<file path="src/rtl/serial_shift_unit.sv">
`default_nettype none
// +--------------------------------------------------------------------------+
// | Module   : serial_shift_unit                                             |
// | Brief    : Loadable shift register with an automatic WIDTH-step run      |
// |            sequencer (IDLE -> RUN -> DONE). Define the macro             |
// |            SERIAL_SHIFT_ROTATE_EN to make mode 11 rotate right;          |
// |            otherwise mode 11 holds.                                      |
// | Revision : 1.0  initial release                                          |
// +--------------------------------------------------------------------------+
module serial_shift_unit #(
  parameter int WIDTH = 8,
  parameter int CW    = $clog2(WIDTH)
) (
  input  logic             clk,
  input  logic             rst,
  input  logic             load,
  input  logic             start,
  input  logic [1:0]       mode,
  input  logic             sin,
  input  logic [WIDTH-1:0] in,
  output logic [WIDTH-1:0] out,
  output logic             sout,
  output logic             busy,
  output logic             done,
  output logic [CW-1:0]    count
);

  localparam logic [1:0]    c_mode_hold = 2'b00;
  localparam logic [1:0]    c_mode_shr  = 2'b01;
  localparam logic [1:0]    c_mode_shl  = 2'b10;
`ifdef SERIAL_SHIFT_ROTATE_EN
  localparam logic [1:0]    c_mode_rotr = 2'b11;
`endif
  localparam logic [CW-1:0] c_last_step = CW'(WIDTH - 1);

  typedef enum logic [1:0] {
    S_IDLE = 2'b00,
    S_RUN  = 2'b01,
    S_DONE = 2'b10
  } state_t;

  state_t           r_state;
  state_t           w_state_nxt;
  logic [WIDTH-1:0] r_out;
  logic [WIDTH-1:0] w_out_nxt;
  logic [WIDTH-1:0] w_step_out;
  logic             r_sout;
  logic             w_sout_nxt;
  logic             w_step_sout;
  logic [CW-1:0]    r_count;
  logic [CW-1:0]    w_count_nxt;
  logic [1:0]       r_mode;
  logic [1:0]       w_mode_nxt;
  logic             r_busy;
  logic             r_done;

  // One step of the datapath, always driven by the mode latched at start.
  always_comb begin
    w_step_out  = r_out;
    w_step_sout = r_sout;
    case (r_mode)
      c_mode_hold: ;
      c_mode_shr: begin
        w_step_out  = {sin, r_out[WIDTH-1:1]};
        w_step_sout = r_out[0];
      end
      c_mode_shl: begin
        w_step_out  = {r_out[WIDTH-2:0], sin};
        w_step_sout = r_out[WIDTH-1];
      end
`ifdef SERIAL_SHIFT_ROTATE_EN
      c_mode_rotr: begin
        w_step_out  = {r_out[0], r_out[WIDTH-1:1]};
        w_step_sout = r_out[0];
      end
`endif
      default: ;
    endcase
  end

  always_comb begin
    w_state_nxt = r_state;
    w_out_nxt   = r_out;
    w_sout_nxt  = r_sout;
    w_count_nxt = r_count;
    w_mode_nxt  = r_mode;
    case (r_state)
      S_IDLE: begin
        if (load) begin
          w_out_nxt = in;
        end
        if (start) begin
          w_state_nxt = S_RUN;
          w_count_nxt = '0;
          w_mode_nxt  = mode;
        end
      end
      S_RUN: begin
        w_out_nxt  = w_step_out;
        w_sout_nxt = w_step_sout;
        if (r_count == c_last_step) begin
          w_state_nxt = S_DONE;
          w_count_nxt = '0;
        end else begin
          w_count_nxt = r_count + 1'b1;
        end
      end
      S_DONE: begin
        w_state_nxt = S_IDLE;
      end
      default: begin
        w_state_nxt = S_IDLE;
      end
    endcase
  end

  always_ff @(posedge clk) begin
    if (!rst) begin
      r_state <= S_IDLE;
    end else begin
      r_state <= w_state_nxt;
    end
  end

  // busy/done come from the next state so they line up with r_state.
  always_ff @(posedge clk) begin
    if (!rst) begin
      r_out   <= '0;
      r_sout  <= 1'b0;
      r_count <= '0;
      r_mode  <= 2'b00;
      r_busy  <= 1'b0;
      r_done  <= 1'b0;
    end else begin
      r_out   <= w_out_nxt;
      r_sout  <= w_sout_nxt;
      r_count <= w_count_nxt;
      r_mode  <= w_mode_nxt;
      r_busy  <= (w_state_nxt == S_RUN);
      r_done  <= (w_state_nxt == S_DONE);
    end
  end

  assign out   = r_out;
  assign sout  = r_sout;
  assign busy  = r_busy;
  assign done  = r_done;
  assign count = r_count;

endmodule
`default_nettype wire

</file>
<file path="config.mk">
export PLATFORM = sky130hd
export DESIGN_NAME = serial_shift_unit
export DESIGN_NICKNAME = d
export VERILOG_FILES = /design/src/rtl/serial_shift_unit.sv
export SDC_FILE = /design/constraint.sdc
export NUM_CORES = 1
export LEC_CHECK = 0
export ABC_AREA = 0
export BUFFER_PORTS_ARGS = -buffer_cell sky130_fd_sc_hd__buf_4
export CORE_AREA = 2 2 44 50
export CTS_CLUSTER_SIZE = 8
export DETAILED_ROUTE_END_ITERATION = 16
export DIE_AREA = 0 0 46 52
export PLACE_DENSITY = 0.86
export SLEW_MARGIN = 10
export SYNTH_ARGS = -nofsm -noshare
export SYNTH_HDL_FRONTEND = slang
export SYNTH_SLANG_ARGS = --single-unit
</file>
<file path="constraint.sdc">
create_clock -name clk -period 1.4 [get_ports clk]
set_input_delay 0.42 -clock clk [delete_from_list [all_inputs] [get_ports clk]]
set_output_delay 0.42 -clock clk [all_outputs]
set_load 0.03 [all_outputs]
</file>
==> results.cfg <==
[critical_path]
r2r_end = out[3]
worstSetupEndpoint = out[3]
cp.required_ns = 1.56
endpoint_kind = register
cp_max_fo = 9
rr_startpoint = r_mode[0]
crit_arrival_ns = 1.47
rrSetupSlack_ns = 0.09
crit_start = r_mode[0]
worstSetupPathType = reg2reg
start_kind = register
r2r_cells = 5

[power_and_ir_drop]
p_per_area_nw_per_um2 = 994.0
p_total_uw = 1179
p_leak_uw = 0.0005204
ir_worst_vdd_mv = 0.5392

[sta]
fmax_mhz = 763.6
final-hold-violation-count = 0
min_period_ns = 1.310
slew_headroom_pct = 79.60
post-route-period-util_pct = 93.54
worst_slew_pin_slew_ns = 0.3054
hold_ws_ns = 0.3958
finalSetupViolCount = 0
slew_violations = 0
finClkSkew_ns = 0.005211
rsz0062_at_grt = no

[die]
core_um2 = 1914
std_cell_rows = 17
start_util_pct = 45.29
die-area_um2 = 2392
io_pins = 29
die_x_um = 46
die_h_um = 52

[clock_tree]
cts_buffers = 3
cts_tree = yes
h-tree-depth = 1
postCtsSetupBuffers = 0
clock_sinks = 18
clockBufferDepth = 2
clk_latency_ns = 0.28
root_buffer = clkbuf_4
path_clk_slew_ns = 0.10

[grt]
grt_pass1_wl_um = 3022
grt_usage_pct = 16.89
antenna_found_initial = 0
grt-ovfl-total = 0
grt_max_degree = 15
grt_pass1_vias = 726

[yosys]
synth_compound_area_share_pct = 19.05
ys_async_sr_fraction_pct = 0
syn_nets = 108
ys_types = 26
synth-edff-count = 0
synth_top_family_by_area = compound AO/OA/AOI/OAI gates
synthXorXnorAreaFrac_pct = 0
yosys_warnings = 0
syn_inst = 90
synth-simple-area-share_pct = 17.03
synth_seq_area_share_pct = 41.56
synth-seq-cells = 18
syn_area_um2 = 867.1
yosys-mux-area-fraction_pct = 13.71
ys.flop_type = dfxtp_1
avgSynthCellArea_um2 = 9.634
synth_fa_ha_area_share_pct = 4.329

[drt]
drt-pass1-iter-count = 5
drtIter0Drc = 7
wl_per_cell_um = 14.24
drc = 0
final_antenna_net_count = 0
vias = 775
routed_via_density = 5.496
wl_um = 2008

[hold_path]
min-delay-start = mode[1]
hold_class = in2reg

[final_layout]
diodes = 0
final_layout_size_suffix_gt1_share_pct = 40.16
final_cell_area_um2 = 1186
finalNetCount = 141
nFillCells = 176
synthToLayoutAreaGrowth_pct = 36.80
final_cell_mix = 33 x buf_4, 18 x dfxtp_1, 14 x o22ai_1
layout_commonest_cell = buf_4
fin_util_pct = 61.96
final_cells = 141

[place]
gp_routability_congestion = 0.8741
place_area_um2 = 1109
io_buffers = 28
place_inst = 137

[outcome]
status = finished clean

[job]
maxCapViolCount = 0
-- Yosys cell counts, types with 2 or more instances --
| cell | count | share of area, % |
|---|---|---|
| mux2_2 | 7 | 9.1 |
| dfxtp_1 | 18 | 42 |
| and2_1 | 2 | 1.4 |
| inv_1 | 2 | 0.87 |
| and2b_1 | 2 | 1.7 |
| nor2_1 | 2 | 0.87 |
| buf_2 | 3 | 1.7 |
| a22oi_1 | 3 | 2.6 |
| and3_1 | 2 | 1.4 |
| mux2i_1 | 4 | 4.6 |
| ha_1 | 3 | 4.3 |
| o22ai_1 | 14 | 10 |
| nand2_1 | 8 | 3.5 |
| nor2b_1 | 8 | 5.8 |
-- flip-flops by register name, summed over array words and instances (netlist names) --
| name | count |
|---|---|
| r_state | 2 |
| out | 8 |
| r_mode | 2 |
| busy | 1 |
| count | 3 |
| sout | 1 |
| done | 1 |
-- final cells by class --
type                       instances  area (um^2)  share of cell area [%]
timing repair buffer              33        247.7                   20.89
inverter                           2        7.507                  0.6329
clock buffer                       4        36.28                   3.059
tap                               19        23.77                   2.004
sequential                        18        360.3                   30.38
multi-input combinational         65        510.5                   43.04
-- worst min-delay path by stage --
stage / to / slack (ns) / depth (start not counted)
finish: r_mode[1] / 0.40 / 3
CTS: r_mode[1] / 0.39 / 3
detailed placement: sout / 0.47 / 2
global route: done / 0.39 / 2
floorplan: r_mode[0] / 0.48 / 2
global placement: sout / 0.47 / 2
-- per-layer routing --
| layer | up-vias | global-route usage, % | share of wire (%) |
|---|---|---|---|
| met5 | - | 0 | 0 |
| met4 | 0 | 6.667 | 0.40 |
| met3 | 4 | 2.431 | 6.2 |
| met2 | 30 | 28.47 | 50 |
| met1 | 348 | 20.94 | 43 |
| li1 | 393 | - | - |
-- stage by stage --
stage / setup WS, ns / TNS [ns]
after floorplan: 0.08566 / 0
after global routing: 0.006711 / 0
after detailed placement: -0.03504 / -0.1732
final: 0.09050 / 0
after CTS: 0.01487 / 0
after global placement: -0.005389 / -0.007742
-- worst max-delay path: stages, from the launching register on --
cell and delay (ns):
dfxtp_1 0.32, inv_1 0.09, ha_4 0.21, mux2_2 0.34
o22ai_1 0.12, o22ai_1 0.10
-- repair_timing --
action | 4_1_cts | 5_1_grt
hold buffers | 0 | 0
gates resized for setup | 2 | 5
setup endpoints to repair | 8 | 8
-- power breakdown --
part	leakage (uW)	switching [uW]	internal (uW)
registers	0.000148	32.3	543
logic	0.000352	150	149
clock network	0.0000210	146	158
total	0.000520	329	850
-- logic make-up (layout without fill, tap and decap cells) --
logic type	Yosys count	after routing
AND/OR/NAND/NOR	27	27
AO/OA/AOI/OAI	24	24
flip-flops	18	18
multiplexers	11	11
buffers and inverters	7	39
adder cells (fa/ha/maj)	3	3
Note: power is estimated with default switching activity, not from simulation.
